==> config.mk <==
export PLATFORM = sky130hd
export DESIGN_NAME = fp_norm_round_stage_flat
export DESIGN_NICKNAME = d
export VERILOG_FILES = /design/src/rtl/fp_norm_round_stage_if.sv /design/src/rtl/fp_norm_round_stage.sv /design/src/flat_wrapper.sv
export SDC_FILE = /design/constraint.sdc
export NUM_CORES = 1
export LEC_CHECK = 0
export CAP_MARGIN = 20
export CORE_ASPECT_RATIO = 0.7
export CORE_MARGIN = 1.5
export CORE_UTILIZATION = 30
export DETAILED_ROUTE_END_ITERATION = 8
export SLEW_MARGIN = 30
export SYNTH_ARGS = -nofsm -noshare
export SYNTH_HDL_FRONTEND = slang
export SYNTH_SLANG_ARGS = --single-unit
==> constraint.sdc <==
create_clock -name clk -period 1.9 [get_ports clk]
set_clock_uncertainty 0.2 [all_clocks]
set_input_delay 0.475 -clock clk [delete_from_list [all_inputs] [get_ports clk]]
set_output_delay 0.475 -clock clk [all_outputs]
set_load 0.005 [all_outputs]
==> src/rtl/fp_norm_round_stage_if.sv <==
// Handshake and data bundle for the normalise-and-round stage.
// slave: the stage itself; master: whatever drives it and consumes its result.
interface fp_norm_round_stage_if #(
  parameter int unsigned EXP_W = 8,
  parameter int unsigned MAN_W = 23
);
  logic                   in_valid;
  logic                   in_ready;
  logic                   in_sign;
  logic [EXP_W+1:0]       in_exp;
  logic [MAN_W+2:0]       in_mant;
  logic                   in_sticky;
  logic                   in_zero;
  logic                   in_nan;
  logic [1:0]             rnd_mode;
  logic                   out_valid;
  logic                   out_ready;
  logic [EXP_W+MAN_W:0]   out_data;
  logic [3:0]             out_flags;
  logic [3:0]             acc_flags;
  logic                   flag_clr;

  modport slave (
    input  in_valid, in_sign, in_exp, in_mant, in_sticky, in_zero, in_nan, rnd_mode,
    input  out_ready, flag_clr,
    output in_ready, out_valid, out_data, out_flags, acc_flags
  );

  modport master (
    output in_valid, in_sign, in_exp, in_mant, in_sticky, in_zero, in_nan, rnd_mode,
    output out_ready, flag_clr,
    input  in_ready, out_valid, out_data, out_flags, acc_flags
  );
endinterface

==> src/rtl/fp_norm_round_stage.sv <==
// Normalise (by at most one bit), round in one of four IEEE modes, detect
// exceptions and pack the IEEE result. One registered stage with valid/ready
// handshake and sticky accumulated exception flags {NV, OF, UF, NX}.
module fp_norm_round_stage #(
  parameter int unsigned EXP_W = 8,
  parameter int unsigned MAN_W = 23
) (
  input  logic                  clk,
  input  logic                  reset,
  fp_norm_round_stage_if.slave  bus
);
  localparam int unsigned EW = EXP_W + 2;
  localparam int unsigned MW = MAN_W + 3;
  localparam int unsigned DW = EXP_W + MAN_W + 1;

  localparam logic signed [EW-1:0] E_ZERO = '0;
  localparam logic signed [EW-1:0] E_ONE  = EW'(1);
  localparam logic signed [EW-1:0] E_OVF  = EW'((1 << EXP_W) - 1);

  typedef enum logic [1:0] {
    RNE = 2'd0,
    RTZ = 2'd1,
    RUP = 2'd2,
    RDN = 2'd3
  } rnd_e;

  logic                 accept;
  logic                 norm;
  logic [MAN_W:0]       kept;
  logic                 g, s, nx, inc, carry, to_inf, sign;
  rnd_e                 mode;
  logic signed [EW-1:0] e_norm, e_rnd;
  logic [MAN_W+1:0]     sum;
  logic [MAN_W-1:0]     frac;
  logic [DW-1:0]        res_data;
  logic [3:0]           res_flags;
  logic                 unused_hidden;

  logic                 out_valid_d, out_valid_q;
  logic [DW-1:0]        out_data_d,  out_data_q;
  logic [3:0]           out_flags_d, out_flags_q;
  logic [3:0]           acc_flags_d, acc_flags_q;

  // Handshake: accept whenever the output register is empty or being drained.
  always_comb begin
    bus.in_ready  = !out_valid_q || bus.out_ready;
    accept        = bus.in_valid && bus.in_ready;
    bus.out_valid = out_valid_q;
    bus.out_data  = out_data_q;
    bus.out_flags = out_flags_q;
    bus.acc_flags = acc_flags_q;
  end

  // Normalise, round, classify and pack the incoming product.
  always_comb begin
    sign = bus.in_sign;
    mode = rnd_e'(bus.rnd_mode);
    norm = bus.in_mant[MW-1];
    if (norm) begin
      kept = bus.in_mant[MW-1:2];
      g    = bus.in_mant[1];
      s    = bus.in_mant[0] | bus.in_sticky;
    end else begin
      kept = bus.in_mant[MW-2:1];
      g    = bus.in_mant[0];
      s    = bus.in_sticky;
    end
    e_norm = $signed(bus.in_exp) + (norm ? E_ONE : E_ZERO);
    nx     = g | s;

    inc = 1'b0;
    case (mode)
      RNE:     inc = g & (s | kept[0]);
      RTZ:     inc = 1'b0;
      RUP:     inc = nx & ~sign;
      RDN:     inc = nx & sign;
      default: inc = 1'b0;
    endcase

    // A carry out of the hidden bit leaves exactly 1.0, so the fraction is zero.
    sum           = {1'b0, kept} + (MAN_W+2)'(inc);
    carry         = sum[MAN_W+1];
    unused_hidden = sum[MAN_W];
    frac          = carry ? '0 : sum[MAN_W-1:0];
    e_rnd         = e_norm + (carry ? E_ONE : E_ZERO);

    to_inf = (mode == RNE) || ((mode == RUP) && !sign) || ((mode == RDN) && sign);

    res_data  = {sign, e_rnd[EXP_W-1:0], frac};
    res_flags = {3'b000, nx};
    if (bus.in_nan) begin
      res_data  = {1'b0, {EXP_W{1'b1}}, 1'b1, {(MAN_W-1){1'b0}}};
      res_flags = 4'b1000;
    end else if (bus.in_zero) begin
      res_data  = {sign, {(DW-1){1'b0}}};
      res_flags = 4'b0000;
    end else if (e_rnd >= E_OVF) begin
      if (to_inf)
        res_data = {sign, {EXP_W{1'b1}}, {MAN_W{1'b0}}};
      else
        res_data = {sign, {(EXP_W-1){1'b1}}, 1'b0, {MAN_W{1'b1}}};
      res_flags = 4'b0101;
    end else if (e_rnd <= E_ZERO) begin
      res_data  = {sign, {(DW-1){1'b0}}};
      res_flags = 4'b0011;
    end
  end

  // Next-state for the output register and sticky flags.
  always_comb begin
    out_valid_d = out_valid_q;
    out_data_d  = out_data_q;
    out_flags_d = out_flags_q;
    if (accept) begin
      out_valid_d = 1'b1;
      out_data_d  = res_data;
      out_flags_d = res_flags;
    end else if (bus.out_ready) begin
      out_valid_d = 1'b0;
    end
    // New flags are ORed after the clear so they survive a simultaneous clear.
    acc_flags_d = (bus.flag_clr ? 4'b0000 : acc_flags_q) | (accept ? res_flags : 4'b0000);
  end

  // Output and flag registers, asynchronously cleared.
  always_ff @(posedge clk or negedge reset) begin
    if (!reset) begin
      out_valid_q <= 1'b0;
      out_data_q  <= '0;
      out_flags_q <= '0;
      acc_flags_q <= '0;
    end else begin
      out_valid_q <= out_valid_d;
      out_data_q  <= out_data_d;
      out_flags_q <= out_flags_d;
      acc_flags_q <= acc_flags_d;
    end
  end
endmodule

==> src/flat_wrapper.sv <==
// flat-port wrapper written by rule: the top's interface ports become plain ports
module fp_norm_round_stage_flat 
#(
  parameter int unsigned EXP_W = 8,
  parameter int unsigned MAN_W = 23
)
  (clk, reset, bus_in_valid, bus_in_sign, bus_in_exp, bus_in_mant, bus_in_sticky, bus_in_zero, bus_in_nan, bus_rnd_mode, bus_out_ready, bus_flag_clr, bus_in_ready, bus_out_valid, bus_out_data, bus_out_flags, bus_acc_flags);
  fp_norm_round_stage_if #(.EXP_W(EXP_W), .MAN_W(MAN_W)) bus_i ();
  input  logic clk;
  input  logic reset;
  input wire logic [$bits(bus_i.in_valid)-1:0] bus_in_valid;
  input wire logic [$bits(bus_i.in_sign)-1:0] bus_in_sign;
  input wire logic [$bits(bus_i.in_exp)-1:0] bus_in_exp;
  input wire logic [$bits(bus_i.in_mant)-1:0] bus_in_mant;
  input wire logic [$bits(bus_i.in_sticky)-1:0] bus_in_sticky;
  input wire logic [$bits(bus_i.in_zero)-1:0] bus_in_zero;
  input wire logic [$bits(bus_i.in_nan)-1:0] bus_in_nan;
  input wire logic [$bits(bus_i.rnd_mode)-1:0] bus_rnd_mode;
  input wire logic [$bits(bus_i.out_ready)-1:0] bus_out_ready;
  input wire logic [$bits(bus_i.flag_clr)-1:0] bus_flag_clr;
  output wire logic [$bits(bus_i.in_ready)-1:0] bus_in_ready;
  output wire logic [$bits(bus_i.out_valid)-1:0] bus_out_valid;
  output wire logic [$bits(bus_i.out_data)-1:0] bus_out_data;
  output wire logic [$bits(bus_i.out_flags)-1:0] bus_out_flags;
  output wire logic [$bits(bus_i.acc_flags)-1:0] bus_acc_flags;
  assign bus_i.in_valid = bus_in_valid;
  assign bus_i.in_sign = bus_in_sign;
  assign bus_i.in_exp = bus_in_exp;
  assign bus_i.in_mant = bus_in_mant;
  assign bus_i.in_sticky = bus_in_sticky;
  assign bus_i.in_zero = bus_in_zero;
  assign bus_i.in_nan = bus_in_nan;
  assign bus_i.rnd_mode = bus_rnd_mode;
  assign bus_i.out_ready = bus_out_ready;
  assign bus_i.flag_clr = bus_flag_clr;
  assign bus_in_ready = bus_i.in_ready;
  assign bus_out_valid = bus_i.out_valid;
  assign bus_out_data = bus_i.out_data;
  assign bus_out_flags = bus_i.out_flags;
  assign bus_acc_flags = bus_i.acc_flags;
  fp_norm_round_stage #(.EXP_W(EXP_W), .MAN_W(MAN_W)) u_core (.clk(clk), .reset(reset), .bus(bus_i));
endmodule
==> results of run 1 <==
==> worst max-delay path by stage <==
stage / depth (start not counted) / to / from
after detailed placement: 21 / u_core.bus.out_data[2]$_DFFE_PN0P_ / bus_in_mant[25]
after floorplan: 21 / u_core.bus.out_data[21]$_DFFE_PN0P_ / bus_in_mant[25]
after global routing: 21 / u_core.bus.out_data[9]$_DFFE_PN0P_ / bus_rnd_mode[1]
final: 21 / u_core.bus.out_data[1]$_DFFE_PN0P_ / bus_rnd_mode[1]
after CTS: 20 / u_core.bus.out_data[19]$_DFFE_PN0P_ / bus_rnd_mode[1]
after global placement: 19 / u_core.bus.out_data[10]$_DFFE_PN0P_ / bus_in_mant[25]
==> layer usage <==
metal	GRT usage, %	share of wire [%]
met2	33.5	45
met3	4.03	5.5
met4	3.31	0.49
met1	30.8	49
met5	0	0
==> through the flow <==
step           hold WS, ns  std cells  total power [µW]
6_report            0.0613        702              2910
5_1_grt              0.109        702              3050
4_1_cts             0.0751        701              2860
3_5_place_dp         0.280        675              1930
3_3_place_gp         0.264        675              1910
2_1_floorplan      -0.0206        365              1370
==> layout by cell type, fill, tap and decap left out, types with 4 or more instances in the layout <==
cell type,netlist,layout
nand2_1,49,47
nand4_1,14,14
nor2_1,16,15
clkbuf_16,0,5
buf_6,2,12
buf_4,1,118
xnor2_1,32,31
o31ai_4,2,9
nor4_1,5,5
dlymetal6s2s_1,0,4
a32oi_1,10,5
nor3_1,8,6
mux2i_1,22,22
dfrtp_1,41,41
clkdlybuf4s50_1,0,73
o311ai_4,0,7
a221o_1,5,5
and2_1,6,5
and3_1,5,5
nand3_1,20,18
inv_1,13,11
xor2_1,10,7
a21oi_1,6,5
==> flip-flops by register name, indices dropped and copies added (netlist names) <==
| register | flops |
|---|---|
| u_core.bus.acc_flags | 4 |
| u_core.bus.out_data | 32 |
| u_core.bus.out_flags | 4 |
| u_core.bus.out_valid | 1 |
==> worst max-delay path: stages <==
cell       delay, ns
buf_6           0.09
and2_4          0.15
ha_4            0.21
nor2_4          0.07
nand2_1         0.07
o41ai_2         0.06
ha_2            0.28
ha_4            0.16
nand3_4         0.10
nor4b_4         0.27
o2111ai_2       0.20
fa_2            0.42
nand3b_4        0.19
xor2_2          0.16
or3_4           0.40
buf_6           0.13
o31ai_4         0.33
buf_4           0.19
nand3_4         0.11
buf_12          0.19
o311ai_4        0.07
==> logic make-up (layout without fill, tap and decap cells) <==
family,Yosys count,after routing
simple gates,141,141
compound gates,77,77
xor+xnor,42,42
flops,41,41
buf+inv,35,240
mux,24,24
fa+ha+maj,5,5
==> power groups by stage <==
stage	clock network, µW	logic (µW)	registers, µW
CTS	844	1000	1010
finish	832	1070	1020
floorplan	0	355	1010
global route	889	1140	1020
detailed placement	0	905	1020
global placement	0	892	1020
==> final cells by class <==
class	count	share of cell area, %
inverter	13	0.905
sequential	41	17.2
timing repair buffer	220	33.0
clock buffer	6	2.33
clock inverter	1	0.126
tap	132	2.78
multi-input combinational	289	43.6
==> repair_timing <==
| item | in CTS | in global routing |
|---|---|---|
| hold buffers | 0 | 0 |
| pin swaps | 36 | 25 |
| resized for setup | 79 | 40 |
| endpoints found under the setup margin | 38 | 40 |
| gates cloned | 3 | 0 |
| buffers inserted | 17 | 5 |
==> summary.txt, run 1 <==
synth cell count leaders: nand2_1 (49), dfrtp_1 (41), xnor2_1 (32)
Clk Latency, worst-skew pair: 0.28 ns
asr flop ratio synth: 100%
Die Height: 89.6 µm
root buf cell: clkbuf_16
Worst VDD drop: 0.359 mV
sw frac: 29.7%
data arrival time of the critical path: 4.35 ns
reg-to-reg startpoint: u_core.bus.out_valid$_DFFE_PN0P_
max_cap viols: 0
number of flops mapped to enable cells by yosys: 0
Ys Warns: 0
largest family of logic cells by synthesized area: simple AND/OR/NAND/NOR gates
Mapped Area: 0.00322 mm²
drt total wl: 12400 µm
Clock Pin Slew Worst Setup and Hold Paths: 0.06 ns
Synth Area in Adders: 2.18%
max_slew headroom: 65.2%
FF/Latch Area: 0.00103 mm²
Tcrit/Tclk final: 230%
Most used DFF post-synth: dfrtp_1
count leader, synth: nand2_1
Synth Area in XOR/XNOR: 11.4%
unrepaired setup endpoints after global routing: yes
setup_tns: -87.19 ns
setup ws final: -2.47 ns
Synth area leader: dfrtp_1
Worst Setup End Kind: flop
post-synthesis register bit count: 41
outcome: finished with violations
crit path max fanout: 6
violated checks: setup timing
Compound-Gate Fraction of Synth Area: 19.8%
Leak: 0.00262 µW
setup slack, reg-to-reg: -0.36 ns
Area Overhead vs Synth: 85.0%
post-synthesis mux area share: 7.55%
core area: 0.0104 mm²
total global routing overflow: 0
CTS sink count: 41
Vias: 3711
register area share after synthesis: 31.9%
Worst Hold Class: input pin to asynchronous set/reset pin
number of diodes: 0
post-route antenna net violation count: 0
IO buf count: 88
Via density: 5.29
proportion of layout cells with a drive suffix above 1: 37.7%
Int Pwr: 2050 µW
first-pass iteration count of the detailed router: 5
TritonCTS Buffers: 5
Worst Path Required: 1.88 ns
final core utilization: 57.2%
total die area: 0.0114 mm²
Pwr Density: 490 mW/mm²
Final Hold Fails: 0
Rows: 31
Clock Path Buffers: 2
combinational share of power: 36.6%
initial antenna violation count: 0
vias in the first global route: 3612
top cells by area, synth: dfrtp_1 (32%), xnor2_1 (8.7%), mux2i_1 (6.8%)
pre-CTS setup slack: -3.14 ns
hpwl dp: 9030 µm
CTS tree: done
H-tree levels: 2
area occupied by multi-input gates: 0.00259 mm²
Total GRT Usage: 21.1%
switching power total: 865 µW
Distinct cells, synth: 58
critical path type: input pin to flop
Setup crit start kind: input pin
final setup violation count: 37
Reg power frac: 34.9%
post-route cell area: 0.00595 mm²
worst-margin pin slew: 0.509 ns
largest net degree at the start of global routing: 42
fin crit period: 4.37 ns
GPL Wtd Cong: 0.944
average size of a mapped cell: 8.81 µm²
Final #Nets: 622
Max Freq: 229 MHz
clock power share: 28.6%
Fill cells: 903
syn nets: 417
placed inst area: 0.00516 mm²
DR DRC count: 0
global-route wire length before repair: 18700 µm
pins over their slew limit: 0
Mapped Cells: 365
1st-iter DRT viols: 147
Synth top area share: 31.9%
R2R depth: 7
Post-Synth Simple-Gate Area: 22.5%
Initial Util: 30.9%
I/O Pins: 89
DR WL/cell: 17.6 µm
width of the die: 127 µm
r2r endpoint: u_core.bus.out_data[12]$_DFFE_PN0P_
Note: power is estimated with default switching activity, not from simulation.
==> run 2, diff against run 1 <==
CTS_BUF_LIST = sky130_fd_sc_hd__clkbuf_4 sky130_fd_sc_hd__clkbuf_8   (was not set)
==> run 2 against run 1 <==
The run still ends with setup timing left. Count of clock-buffer cells in the layout stayed put. Combinational power hardly changed. Utilization is 1.3 points higher. Register-to-register slack worse by 0.05 ns. Sequential share of layout area is 0.37 points lower. Sequential power hardly changed. Critical path depth stayed put. Global-route usage is 0.50 points lower. Clock power is 29% lower. Maximum frequency is 0.78% higher. Wire length is 2.7% higher. Critical path type unchanged.
==> summary.txt, run 2 (same netlist as run 1, synthesis figures left out) <==
WP depth: 21
Via density: 5.28
CP peak stage delay: 0.42 ns
slowest CP cell: fa_2
total die area: 0.0114 mm²
DR DRC count: 0
Worst Setup End Kind: flop
crit path max fanout: 6
DR WL/cell: 17.9 µm
fin crit period: 4.34 ns
Die Height: 89.6 µm
initial antenna violation count: 0
pins over their slew limit: 0
Clk Latency, worst-skew pair: 0.29 ns
post-route antenna net violation count: 0
pre-CTS setup slack: -3.14 ns
data arrival time of the critical path: 4.32 ns
unrepaired setup endpoints after global routing: yes
Max Freq: 231 MHz
Worst Path Required: 1.89 ns
TritonCTS Buffers: 5
largest net degree at the start of global routing: 42
drt total wl: 12700 µm
total global routing overflow: 0
count of buffer and inverter cells on the critical path: 4
final std cells w/o fill: 708
1st-iter DRT viols: 207
Total Power: 2700 µW
Setup crit start kind: input pin
setup ws final: -2.44 ns
vias in the first global route: 3578
cell breakdown of the critical path: buf_2, and2_4, ha_4, nor2_4, nand2_1, o41ai_2, ha_2, ha_4, nand3_4, nor4b_4, o2111ai_2, fa_2, nand3b_4, xor2_2, or3_4, buf_6, o31ai_4, buf_4, nand3_4, buf_12, o311ai_2
IO buf count: 88
Worst VDD drop: 0.256 mV
setup_tns: -86.96 ns
CTS sink count: 41
Total GRT Usage: 20.6%
hpwl dp: 9030 µm
Clock Pin Slew Worst Setup and Hold Paths: 0.08 ns
Rows: 31
root buf cell: clkbuf_8
H-tree levels: 2
Area Overhead vs Synth: 89.0%
Fill cells: 875
final setup violation count: 37
outcome: finished with violations
Initial Util: 30.9%
I/O Pins: 89
most common cell after layout, fill and taps aside: buf_4
max_cap viols: 0
CP delay by family, top: simple AND/OR/NAND/NOR gates
worst-margin pin slew: 0.560 ns
Pwr Density: 444 mW/mm²
most frequent cells in the layout: buf_4 (117), clkdlybuf4s50_1 (66), nand2_1 (47)
max reg flops: 32
critical path type: input pin to flop
Final #Nets: 628
number of diodes: 0
first-pass iteration count of the detailed router: 4
Worst Hold Class: input pin to asynchronous set/reset pin
max_slew headroom: 62.3%
final core utilization: 58.5%
Tcrit/Tclk final: 228%
Leak: 0.00275 µW
Inst Count DP: 675
Final Hold Fails: 0
width of the die: 127 µm
Vias: 3739
cts hold-fix bufs: 0
core area: 0.0104 mm²
global-route wire length before repair: 18400 µm
Clock Path Buffers: 2
GPL Wtd Cong: 0.944
CTS tree: done
R2R depth: 7
violated checks: setup timing
proportion of layout cells with a drive suffix above 1: 40.3%
[run 2: cell count changes in the layout (fill, tap and decap cells not counted), sizes merged]
cell	before	now
clkdlybuf4s15	2	3
clkdlybuf4s50	73	66
dlymetal6s2s	4	10
buf	138	142
dlygate4sd2	2	3
clkbuf	7	8
[run 2: area by class of cell]
| cell class | instances | area, µm² | area share (%) |
|---|---|---|---|
| Clock buffer | 6 | 82.6 | 1.36 |
| Clock inverter | 1 | 7.51 | 0.124 |
| Inverter | 13 | 53.8 | 0.885 |
| Multi-Input combinational cell | 289 | 2690 | 44.2 |
| Sequential cell | 41 | 1030 | 16.9 |
| Tap cell | 132 | 165 | 2.72 |
| Timing Repair Buffer | 226 | 2060 | 33.9 |
[run 2: where the power goes]
| part | internal [µW] | switching, µW |
|---|---|---|
| clock network | 287 | 304 |
| logic | 596 | 501 |
| registers | 950 | 61.1 |
[run 2: metrics by stage]
step           hold slack, ns  cell area (µm²)
6_report               0.0359             6080
2_1_floorplan         -0.0206             3390
5_1_grt                0.0743             6080
4_1_cts                0.0504             5600
3_5_place_dp            0.280             5160
3_3_place_gp            0.264             5160
[run 2: repair_timing]
item,4_1_cts,5_1_grt
pin swaps,30,33
gates resized for setup,67,80
gates cloned,2,1
buffers inserted,12,14
setup endpoints to repair,38,45
[run 2: worst paths after layout]
path,startpoint,end,slack [ns]
min in group clk,u_core.bus.out_data[31]$_DFFE_PN0P_,u_core.bus.out_data[31]$_DFFE_PN0P_,0.29
min reg2reg,u_core.bus.out_data[31]$_DFFE_PN0P_,u_core.bus.out_data[31]$_DFFE_PN0P_,0.29
max,bus_rnd_mode[0],u_core.bus.out_data[21]$_DFFE_PN0P_,-2.44
max in group asynchronous,reset,u_core.bus.out_data[14]$_DFFE_PN0P_,1.09
min,reset,u_core.bus.out_valid$_DFFE_PN0P_,0.04
max reg2reg,u_core.bus.out_valid$_DFFE_PN0P_,u_core.bus.out_data[20]$_DFFE_PN0P_,-0.41
[run 2: worst register-to-register path: stages, from the launching register on]
cell and delay, ns:
dfrtp_1 0.42, nand2b_4 0.09, nand3_1 0.12, or2_2 0.32
nor3_1 0.49, buf_4 0.35, a32oi_2 0.17, o31ai_4 0.08
[run 2: routing by layer]
metal | up-vias | GRT usage [%] | part of all wire, %
met2 | 117 | 33.3 | 46
met3 | 8 | 3.38 | 4.8
met5 | - | 0 | 0
met1 | 1826 | 29.8 | 49
li1 | 1788 | - | -
met4 | 0 | 3.51 | 0.57
==> run 3, diff against run 2 <==
RECOVER_POWER = 100   (was not set)
==> run 3 against run 2 <==
Cell area fell by 0.64%. Wire length barely moved. Sequential share of layout area is 0.11 points higher. Sequential power about the same. Total power down 0.14%. Critical path type unchanged. Critical path depth did not move. First-iteration DRC count shrank 21%. The flow still finishes with violations (setup timing). Largest power group unchanged. Combinational power about the same.
==> summary.txt, run 3 (same netlist as run 1, synthesis figures left out) <==
I/O Pins: 89
vias in the first global route: 3578
setup ws final: -2.44 ns
violated checks: setup timing
Die Height: 89.6 µm
hpwl dp: 9030 µm
r2r endpoint: u_core.bus.out_data[20]$_DFFE_PN0P_
max_slew headroom: 31.8%
Final #Nets: 628
proportion of layout cells with a drive suffix above 1: 39.9%
WL met1: 6280 µm
Max Freq: 231 MHz
Total GRT Usage: 20.6%
worst-margin pin slew: 1.02 ns
global-route wire length before repair: 18400 µm
pre-CTS setup slack: -3.14 ns
Pwr Density: 446 mW/mm²
IO buf count: 88
fin crit period: 4.34 ns
Worst Hold Class: input pin to asynchronous set/reset pin
highest routed layer: met4
Via density: 5.28
most frequent cells in the layout: buf_4 (114), clkdlybuf4s50_1 (65), nand2_1 (47)
Worst Path Required: 1.89 ns
post-route cell area: 0.00604 mm²
unrepaired setup endpoints after global routing: yes
Worst VDD drop: 0.256 mV
cts hold-fix bufs: 0
CTS sink count: 41
first-pass iteration count of the detailed router: 5
Leak: 0.00256 µW
pins over their slew limit: 0
met2 wire len: 5810 µm
CTS tree: done
placed inst area: 0.00516 mm²
Setup crit start kind: input pin
setup_tns: -86.98 ns
total die area: 0.0114 mm²
DR WL/cell: 17.9 µm
reg-to-reg startpoint: u_core.bus.out_valid$_DFFE_PN0P_
Final Hold Fails: 0
post-route antenna net violation count: 0
most common cell after layout, fill and taps aside: buf_4
number of diodes: 0
final setup violation count: 37
DR DRC count: 0
Vias: 3739
final hold slack: 0.229 ns
drt total wl: 12700 µm
data arrival time of the critical path: 4.32 ns
max_cap viols: 0
Clock Pin Slew Worst Setup and Hold Paths: 0.08 ns
initial antenna violation count: 0
root buf cell: clkbuf_8
Clk Latency, worst-skew pair: 0.29 ns
width of the die: 127 µm
Rows: 31
Worst Setup End Kind: flop
setup slack, reg-to-reg: -0.42 ns
Clock Path Buffers: 2
core area: 0.0104 mm²
1st-iter DRT viols: 164
crit path max fanout: 6
Initial Util: 30.9%
GPL Wtd Cong: 0.944
Area Overhead vs Synth: 87.8%
critical path type: input pin to flop
max reg flops: 32
total global routing overflow: 0
H-tree levels: 2
largest net degree at the start of global routing: 42
outcome: finished with violations
TritonCTS Buffers: 5
R2R depth: 7
Tcrit/Tclk final: 228%
routed wl met3: 534 µm
==> run 3: cell count changes in the layout (fill, tap and decap cells not counted), sizes merged <==
cell and delta:
dlygate4sd3 +1, clkdlybuf4s25 +10, buf -3, dlymetal6s2s -10, clkbuf +3, clkdlybuf4s50 -1
==> run 3: how the worst max path moves through the flow <==
stage	start	endpoint	slack, ns	cells past startpoint
final	bus_rnd_mode[0]	u_core.bus.out_data[21]$_DFFE_PN0P_	-2.44	21
after global routing	bus_rnd_mode[1]	u_core.bus.out_data[21]$_DFFE_PN0P_	-2.56	21
after CTS	bus_rnd_mode[1]	u_core.bus.out_data[19]$_DFFE_PN0P_	-2.43	20
after detailed placement	bus_in_mant[25]	u_core.bus.out_data[2]$_DFFE_PN0P_	-3.14	21
after global placement	bus_in_mant[25]	u_core.bus.out_data[10]$_DFFE_PN0P_	-3.02	19
after floorplan	bus_in_mant[25]	u_core.bus.out_data[21]$_DFFE_PN0P_	-2.81	21
==> run 3: what timing repair did <==
item / CTS / global route
resized for setup: 67 / 80
cloned: 2 / 1
setup buffers: 12 / 14
pin swaps: 30 / 33
endpoints found under the setup margin: 38 / 45
==> run 3: report_power, final <==
part	switching, µW	internal (µW)
combinational	501	592
sequential	61.1	950
clock	305	287
total	867	1830
==> run 3: area by class of cell <==
| type | instances | area (µm²) |
|---|---|---|
| Fill cell | 881 | 4360 |
| Clock buffer | 6 | 82.6 |
| Inverter | 13 | 53.8 |
| Clock inverter | 1 | 7.51 |
| Timing Repair Buffer | 226 | 2030 |
| Multi-Input combinational cell | 289 | 2680 |
| Sequential cell | 41 | 1030 |
| Tap cell | 132 | 165 |
==> run 3: through the flow <==
stage	utilization (%)	total power (µW)	cells
floorplan	-	1370	365
global placement	49.6	1910	675
detailed placement	49.6	1930	675
CTS	53.9	2570	696
global route	58.1	2820	708
finish	58.1	2700	708
==> run 3: routing by layer <==
| metal | up-vias | GRT usage [%] |
|---|---|---|
| li1 | 1791 | - |
| met1 | 1830 | 29.8 |
| met2 | 110 | 33.3 |
| met3 | 8 | 3.38 |
| met4 | 0 | 3.51 |
| met5 | - | 0 |
==> run 3: worst max-delay path, cell delays in order <==
cell,delay (ns)
buf_2,0.11
and2_4,0.14
ha_4,0.21
nor2_4,0.06
nand2_1,0.06
o41ai_2,0.06
ha_2,0.28
ha_4,0.16
nand3_4,0.10
nor4b_4,0.28
o2111ai_2,0.20
fa_2,0.42
nand3b_4,0.20
xor2_2,0.17
or3_4,0.42
buf_6,0.13
o31ai_4,0.29
buf_4,0.17
nand3_4,0.11
buf_12,0.19
o311ai_2,0.08
